**config.mk**
```make
export PLATFORM = sky130hd
export DESIGN_NAME = riscv_fetch_ctrl
export DESIGN_NICKNAME = d
export VERILOG_FILES = /design/src/rtl/riscv_ctrl_pkg.sv /design/src/rtl/riscv_wait_timer.sv /design/src/rtl/riscv_fetch_ctrl.sv
export SDC_FILE = /design/constraint.sdc
export NUM_CORES = 1
export LEC_CHECK = 0
export CAP_MARGIN = 30
export CORE_ASPECT_RATIO = 0.8
export CORE_MARGIN = 3
export CORE_UTILIZATION = 50
export CTS_CLUSTER_SIZE = 12
export DETAILED_ROUTE_END_ITERATION = 8
export PLACE_DENSITY = 0.79
export SETUP_SLACK_MARGIN = 0.5
export SLEW_MARGIN = 20
export SYNTH_ARGS = -nofsm -noshare
export SYNTH_HDL_FRONTEND = slang
export SYNTH_SLANG_ARGS = --single-unit
```
**constraint.sdc**
```tcl
create_clock -name clk -period 4.5 [get_ports clk]
set_input_delay 0.9 -clock clk [delete_from_list [all_inputs] [get_ports clk]]
set_output_delay 0.9 -clock clk [all_outputs]
set_load 0.05 [all_outputs]
```
**src/rtl/riscv_ctrl_pkg.sv**
```systemverilog
// ============================================================================
// riscv_ctrl_pkg : state encoding and defaults shared by the fetch controller
// Rev 1.0
// ============================================================================
`default_nettype none

package riscv_ctrl_pkg;

    localparam int STATE_W         = 3;
    localparam int TIMER_W         = 8;
    localparam int MEM_TIMEOUT_DEF = 15;

    localparam logic [STATE_W-1:0] c_st_idle      = 3'd0;
    localparam logic [STATE_W-1:0] c_st_fetch     = 3'd1;
    localparam logic [STATE_W-1:0] c_st_decode    = 3'd2;
    localparam logic [STATE_W-1:0] c_st_execute   = 3'd3;
    localparam logic [STATE_W-1:0] c_st_writeback = 3'd4;
    localparam logic [STATE_W-1:0] c_st_update    = 3'd5;
    localparam logic [STATE_W-1:0] c_st_halt      = 3'd6;
    localparam logic [STATE_W-1:0] c_st_fault     = 3'd7;

endpackage

`default_nettype wire

```
**src/rtl/riscv_wait_timer.sv**
```systemverilog
// ============================================================================
// riscv_wait_timer : clearable saturating counter, flags the step onto LIMIT
// Rev 1.0
// ============================================================================
`default_nettype none

module riscv_wait_timer #(
    parameter int WIDTH = 8,
    parameter int LIMIT = 15
) (
    input  logic             clk,
    input  logic             rst_n,
    input  logic             clear,
    input  logic             inc,
    output logic [WIDTH-1:0] count,
    output logic             expire
);

    localparam logic [WIDTH-1:0] c_limit    = WIDTH'(LIMIT);
    localparam logic [WIDTH-1:0] c_limit_m1 = WIDTH'(LIMIT - 1);

    logic [WIDTH-1:0] r_count;

    always_ff @(posedge clk) begin
        if (!rst_n || clear) begin
            r_count <= '0;
        end else if (inc && (r_count != c_limit)) begin
            r_count <= r_count + 1'b1;
        end
    end

    // expire fires in the cycle whose increment lands on LIMIT
    assign expire = inc && (r_count == c_limit_m1);
    assign count  = r_count;

endmodule

`default_nettype wire

```
**src/rtl/riscv_fetch_ctrl.sv**
```systemverilog
// ============================================================================
// riscv_fetch_ctrl : multi-cycle fetch/decode/execute sequencing controller
// Rev 1.0
// ============================================================================
`default_nettype none

module riscv_fetch_ctrl
    import riscv_ctrl_pkg::*;
#(
    parameter int MEM_TIMEOUT = MEM_TIMEOUT_DEF,
    parameter int CNT_W       = 16
) (
    input  logic             clk,
    input  logic             rst_n,
    input  logic             run,
    input  logic             imem_ready,
    input  logic             is_branch,
    input  logic             branch_taken,
    input  logic             is_halt,
    input  logic             wb_req,
    output logic             pc_en,
    output logic             pc_src,
    output logic             prev_pc_en,
    output logic             imem_req,
    output logic             ir_en,
    output logic             rf_we,
    output logic             busy,
    output logic             halted,
    output logic             fault,
    output logic [CNT_W-1:0] retired
);

    logic [STATE_W-1:0] r_state;
    logic [STATE_W-1:0] w_next_state;
    logic               r_branch;
    logic [CNT_W-1:0]   r_retired;
    logic [TIMER_W-1:0] w_wait_count;
    logic               w_wait_expire;
    logic               w_wait_clear;
    logic               w_wait_inc;

    // Counter sits at zero outside FETCH, so every FETCH entry starts fresh
    assign w_wait_clear = (r_state != c_st_fetch);
    assign w_wait_inc   = (r_state == c_st_fetch) && !imem_ready;

    riscv_wait_timer #(
        .WIDTH (TIMER_W),
        .LIMIT (MEM_TIMEOUT)
    ) u_wait_timer (
        .clk    (clk),
        .rst_n  (rst_n),
        .clear  (w_wait_clear),
        .inc    (w_wait_inc),
        .count  (w_wait_count),
        .expire (w_wait_expire)
    );

    always_ff @(posedge clk) begin
        if (!rst_n) begin
            r_state <= c_st_idle;
        end else begin
            r_state <= w_next_state;
        end
    end

    always_comb begin
        w_next_state = r_state;
        case (r_state)
            c_st_idle:      if (run) w_next_state = c_st_fetch;
            c_st_fetch: begin
                if (imem_ready)         w_next_state = c_st_decode;
                else if (w_wait_expire) w_next_state = c_st_fault;
            end
            c_st_decode:    w_next_state = c_st_execute;
            c_st_execute: begin
                if (is_halt)     w_next_state = c_st_halt;
                else if (wb_req) w_next_state = c_st_writeback;
                else             w_next_state = c_st_update;
            end
            c_st_writeback: w_next_state = c_st_update;
            c_st_update:    w_next_state = run ? c_st_fetch : c_st_idle;
            c_st_halt:      w_next_state = c_st_halt;
            c_st_fault:     w_next_state = c_st_fault;
            default:        w_next_state = c_st_idle;
        endcase
    end

    always_comb begin
        pc_en      = 1'b0;
        pc_src     = 1'b0;
        prev_pc_en = 1'b0;
        imem_req   = 1'b0;
        ir_en      = 1'b0;
        rf_we      = 1'b0;
        busy       = 1'b0;
        halted     = 1'b0;
        fault      = 1'b0;
        case (r_state)
            c_st_fetch: begin
                busy       = 1'b1;
                imem_req   = 1'b1;
                prev_pc_en = (w_wait_count == '0);
                ir_en      = imem_ready;
            end
            c_st_decode, c_st_execute: busy = 1'b1;
            c_st_writeback: begin
                busy  = 1'b1;
                rf_we = 1'b1;
            end
            c_st_update: begin
                busy   = 1'b1;
                pc_en  = 1'b1;
                pc_src = r_branch;
            end
            c_st_halt:  halted = 1'b1;
            c_st_fault: fault  = 1'b1;
            default: ;
        endcase
    end

    always_ff @(posedge clk) begin
        if (!rst_n) begin
            r_branch  <= 1'b0;
            r_retired <= '0;
        end else begin
            if (r_state == c_st_execute) r_branch  <= is_branch && branch_taken;
            if (r_state == c_st_update)  r_retired <= r_retired + 1'b1;
        end
    end

    assign retired = r_retired;

endmodule

`default_nettype wire

```
# Word level (Yosys, flattened, before mapping)
# Cells that the tools add are included.
# op_classes
addsub,2
n_eq_ne,12
n_mux,16
reduce_logical,11
# op_table
op,count
3-bit one-hot mux with 8 select lines,1
"16-bit by 1-bit adder with 16-bit output, second input constant",1
"3-bit == test, second input constant",4
1-bit two-way mux,11
3-bit two-way mux,3
"8-bit by 1-bit adder with 8-bit output, second input constant",1
"8-bit by 4-bit == test with 1-bit output, second input constant",1
8-bit logical NOT,1
"8-bit by 4-bit inequality test with 1-bit output, second input constant",1
"3-bit by 2-bit == test with 1-bit output, second input constant",2
5-bit OR reduction,1
1-bit logical AND,4
"3-bit by 1-bit == test with 1-bit output, second input constant",1
3-bit logical NOT,1
"3-bit by 1-bit inequality test with 1-bit output, second input constant",1
"3-bit by 2-bit inequality test with 1-bit output, second input constant",1
1-bit logical NOT,2
2-bit two-way mux,1
"2-bit inequality test, second input constant",1
2-bit AND reduction,1
1-bit logical OR,1
# word_totals
register_bits,28
input_bits,8
output_inout_bits,25
wordCells,45

# Logic depth before layout (Yosys ltp)
# depth
depth_word,6
ltp_mapped,6
depth_no_buf,6

# Modules after synthesis
# From an unflattened synthesis, not the netlist that was laid out.
# unflattened
cells_unflattened,177
hier_area_um2,1472.7
# by_module_without_submodules
module,instances,cells_per_inst,area_per_inst_um2
riscv_fetch_ctrl,1,126,1018.5
riscv_wait_timer,1,51,454.2

# Worst setup path before layout
# Ideal clock, no wire load.
# synth_path
path_type,reg-to-output
start,reg r_state[0]
end,out prev_pc_en
arrival_time_ns,2.095
required_time_ns,3.600
slack_ns,1.505
path_stages_with_launch,4
path_buffers,0
path_cell_list,dfxtp_1 nor2b_1 nor2b_1 and4_1
# synth_between
elab_chain_len,2
# synth_lines
element,line,rtl
start: declaration,riscv_fetch_ctrl.sv:33,logic [STATE_W-1:0] r_state;
start signal: assignment,riscv_fetch_ctrl.sv:60,r_state <= c_st_idle;
start signal: assignment,riscv_fetch_ctrl.sv:62,r_state <= w_next_state;
3-bit by 1-bit == test with 1-bit output,riscv_fetch_ctrl.sv:98,case (r_state)
1-bit two-way mux,riscv_fetch_ctrl.sv:98,
end: declaration,riscv_fetch_ctrl.sv:23,"output logic prev_pc_en,"
# No other way between the ends.

# Worst setup path in the final report
# Same ends and word-level chain as after synthesis.

==> flow_metrics.env <==
export IMPL_ys_ff_latch=28
export IMPL_path_class="flip-flop to output pin"
export IMPL_cp_arrival_ns=2.54
export IMPL_cts_sinks=28
export IMPL_ys_flop_type="dfxtp_1"
export IMPL_antenna_found_initial=0
export IMPL_yosysWarnings=0
export IMPL_hold_class="flip-flop to flip-flop"
export IMPL_cp_slowest_stage_delay_ns=0.81
export IMPL_ir_drop_uv=299.6
export IMPL_r2r_end="retired[13]$_SDFFE_PN0N_"
export IMPL_pin_count=33
export IMPL_drv_cap=0
export IMPL_cts_tree="yes"
export IMPL_rsz0062_at_grt="no"
export IMPL_synth_area_leaders="dfxtp_1, xor2_1, and2_1, mux2i_1, nand2_1"
export IMPL_power_switching_uw=173.0
export IMPL_crit_top_cell="nor2b_1"
export IMPL_holdCritStartpoint="retired[15]$_SDFFE_PN0N_"
export IMPL_ys_types=35
export IMPL_yosys_area_top_type="dfxtp_1"
export IMPL_cts_buffers=3
export IMPL_ant_nets=0
export IMPL_fin_crit_ns=3.440
export IMPL_grt_first_pass_wirelength_um=5740
export IMPL_endpoint_kind="output pin"
export IMPL_overflow=0
export IMPL_tightestPinTransition_ns=0.7155
export IMPL_p_leak_nw=0.7209
export IMPL_cellPowerDensity_mw_per_mm2=315.2
export IMPL_cp_cell_sequence="nor2b_1 > nor2b_1 > and4_1 > clkdlybuf4s50_1"
export IMPL_syn_avg_cell_area_um2=8.562
export IMPL_fp_row_count=16
export IMPL_cp_max_fo=16
export IMPL_p_clk_share_pct=33.7
export IMPL_sw_frac_of_total_pct=29.16
export IMPL_vias_per_cell=5.713
export IMPL_port_buffers=32
export IMPL_nets=214
export IMPL_regArea_um2=560.5
export IMPL_fin_crit_sh_pct=76.44
export IMPL_syn_inst=172
export IMPL_combPwrFrac_pct=20.0
export IMPL_slowest_stage="clkdlybuf4s50_1"
export IMPL_cts_resized=0
export IMPL_layout_setup_ws_ns=1.060
export IMPL_cts_root_buf="clkbuf_8"
export IMPL_gp_congestion=0.8045
export IMPL_min_path_cells=2
export IMPL_timing_hold_violations_final=0
export IMPL_drc_errors=0
export IMPL_fin_area_mm2=0.001882
export IMPL_drt_initial_drc_count=99
export IMPL_cp_startpoint="r_state[0]$_SDFFE_PN0P_"
export IMPL_die_w_um=66.68
export IMPL_synth_top_area_share_pct=38.06
export IMPL_clk_pin_slew_ns=0.10
export IMPL_hold_path_end="retired[15]$_SDFFE_PN0N_"
export IMPL_multi_input_area_um2=869.6
export IMPL_diodes=0
export IMPL_core_area_mm2=0.002623
export IMPL_cts_hold_buf=0
export IMPL_num_vias=1354
export IMPL_grt_start_max_net_pins=26
export IMPL_die_h_um=54.54
export IMPL_finalMaxSlewViolations=0
export IMPL_synthArstFlopShare_pct=0
export IMPL_grt_usage_pct=20.67
export IMPL_syn_cell_area_mm2=0.001473
export IMPL_max_freq_ghz=0.2907
export IMPL_ff2ff_setup_slack_ns=2.61
export IMPL_relSlewSlack_pct=52.15
export IMPL_place_ws_ns=1.163
export IMPL_skew_ns=0.006462
export IMPL_dieArea_mm2=0.003636
export IMPL_clk_latency_ns=0.28
export IMPL_cp_num_buf_inv=1
export IMPL_fin_tns_setup_ns=0
export IMPL_post_drt_wl_per_cell_um=14.60
export IMPL_synth_edf_count=0
export IMPL_placed_area_mm2=0.001810
export IMPL_fill_cells=201
export IMPL_drt_total_wl_um=3461
export IMPL_cts_buffer_depth=2
export IMPL_intPower_uw=420.2
export IMPL_r2r_start="r_state[2]$_SDFFE_PN0P_"
export IMPL_synth_seq_area_share_pct=38.06
export IMPL_htreeDepth=1
export IMPL_startpoint_type="flip-flop"
export IMPL_power_uw=593.1
export IMPL_dp_hpwl_um=2509
export IMPL_crit_family="simple AND/OR/NAND/NOR gates"
export IMPL_status="finished, final reports clean"
export IMPL_placed_cells=233
export IMPL_synth_nets=184
export IMPL_grt_pass1_vias=1251
export IMPL_setup_viol=0
export IMPL_fin_cells=237
export IMPL_post_cts_setup_buffers=0
export IMPL_initial_core_util_pct=56.15
export IMPL_syn_to_final_growth_pct=27.78
export IMPL_drive_gt1_share_pct=2.985
export IMPL_pwr_share_seq_pct=46.3
export IMPL_reg2reg_depth=4
export IMPL_first_pass_iters=4
export IMPL_required_ns=3.60
cell families after synthesis:
| logic type | share of synthesized area, % |
|---|---|
| simple gates | 33.39 |
| mux | 4.758 |
| fa+ha+maj | 3.399 |
| xor+xnor | 7.732 |
| flops | 38.06 |
| compound gates | 9.770 |
| buf+inv | 2.888 |
tightest hold or removal path, stage by stage (launching register included):
cell,delay [ns]
dfxtp_1,0.33
nand2_1,0.06
mux2i_1,0.06
layer usage:
layer	wire, um	global-route usage (%)	part of all wire [%]
met5	0	0	0
met4	16	3.041	0.46
met3	160	4.517	4.6
met2	1623	35.69	47
met1	1661	27.24	48
area by class of cell:
class,instances,area share (%)
Clock buffer,3,2.194
Inverter,4,0.7979
Sequential cell,28,29.79
Clock inverter,1,1.596
Tap cell,36,2.394
Multi-Input combinational cell,133,46.21
Timing Repair Buffer,32,17.02
Yosys cell counts (4+ instances only):
master    instances
ha_1              4
dfxtp_1          28
a21oi_1           4
nand2_1          14
nor4_1            4
nor3_1            7
nand3_1           9
xor2_1            9
and2_1           12
clkbuf_1          6
a21boi_0          4
inv_1             4
mux2i_1           7
o21ai_0           9
xnor2_1           4
nor2_1           11
nand4_1           6
nand2b_1          5
state kept, by name, indices dropped and copies added, names as in the netlist:
signal	cells
r_state	3
retired	16
r_branch	1
u_wait_timer.count	8
through the flow:
step                hold slack [ns]  utilization, %
floorplan                    0.4364               -
detailed placement           0.4627           69.04
global placement             0.4518           69.04
CTS                          0.4860           71.76
global route                 0.5349           71.76
finish                       0.4863           71.76
worst max-delay path by stage:
stage               slack (ns)    endpoint  cells after the start
global route              0.89  prev_pc_en                      4
finish                    1.06  prev_pc_en                      4
global placement          1.20       ir_en                      3
CTS                       1.06  prev_pc_en                      4
detailed placement        1.16       ir_en                      3
floorplan                 1.51  prev_pc_en                      3
cells in the final DEF, fill, tap and decap left out, types with 3 or more instances in the layout:
| cell type | count |
|---|---|
| clkdlybuf4s50_1 | 32 |
| clkbuf_8 | 3 |
| xnor2_1 | 4 |
| a21oi_1 | 4 |
| nor4_1 | 4 |
| inv_1 | 4 |
| nand4_1 | 6 |
| nor2_1 | 11 |
| nor3_1 | 7 |
| nand2b_1 | 5 |
| nand2_1 | 14 |
| o21ai_0 | 9 |
| xor2_1 | 9 |
| mux2i_1 | 7 |
| and2_1 | 12 |
| nand3_1 | 9 |
| dfxtp_1 | 28 |
| a21boi_0 | 4 |
| ha_1 | 4 |
power by group through the flow:
stage               sequential, mW  clock (mW)  combinational [mW]
global route                 0.278       0.212               0.127
CTS                          0.274       0.203               0.119
floorplan                    0.266           0              0.0945
finish                       0.275       0.200               0.119
global placement             0.278           0               0.116
detailed placement           0.280           0               0.118
Note: power is estimated with default switching activity, not from simulation.
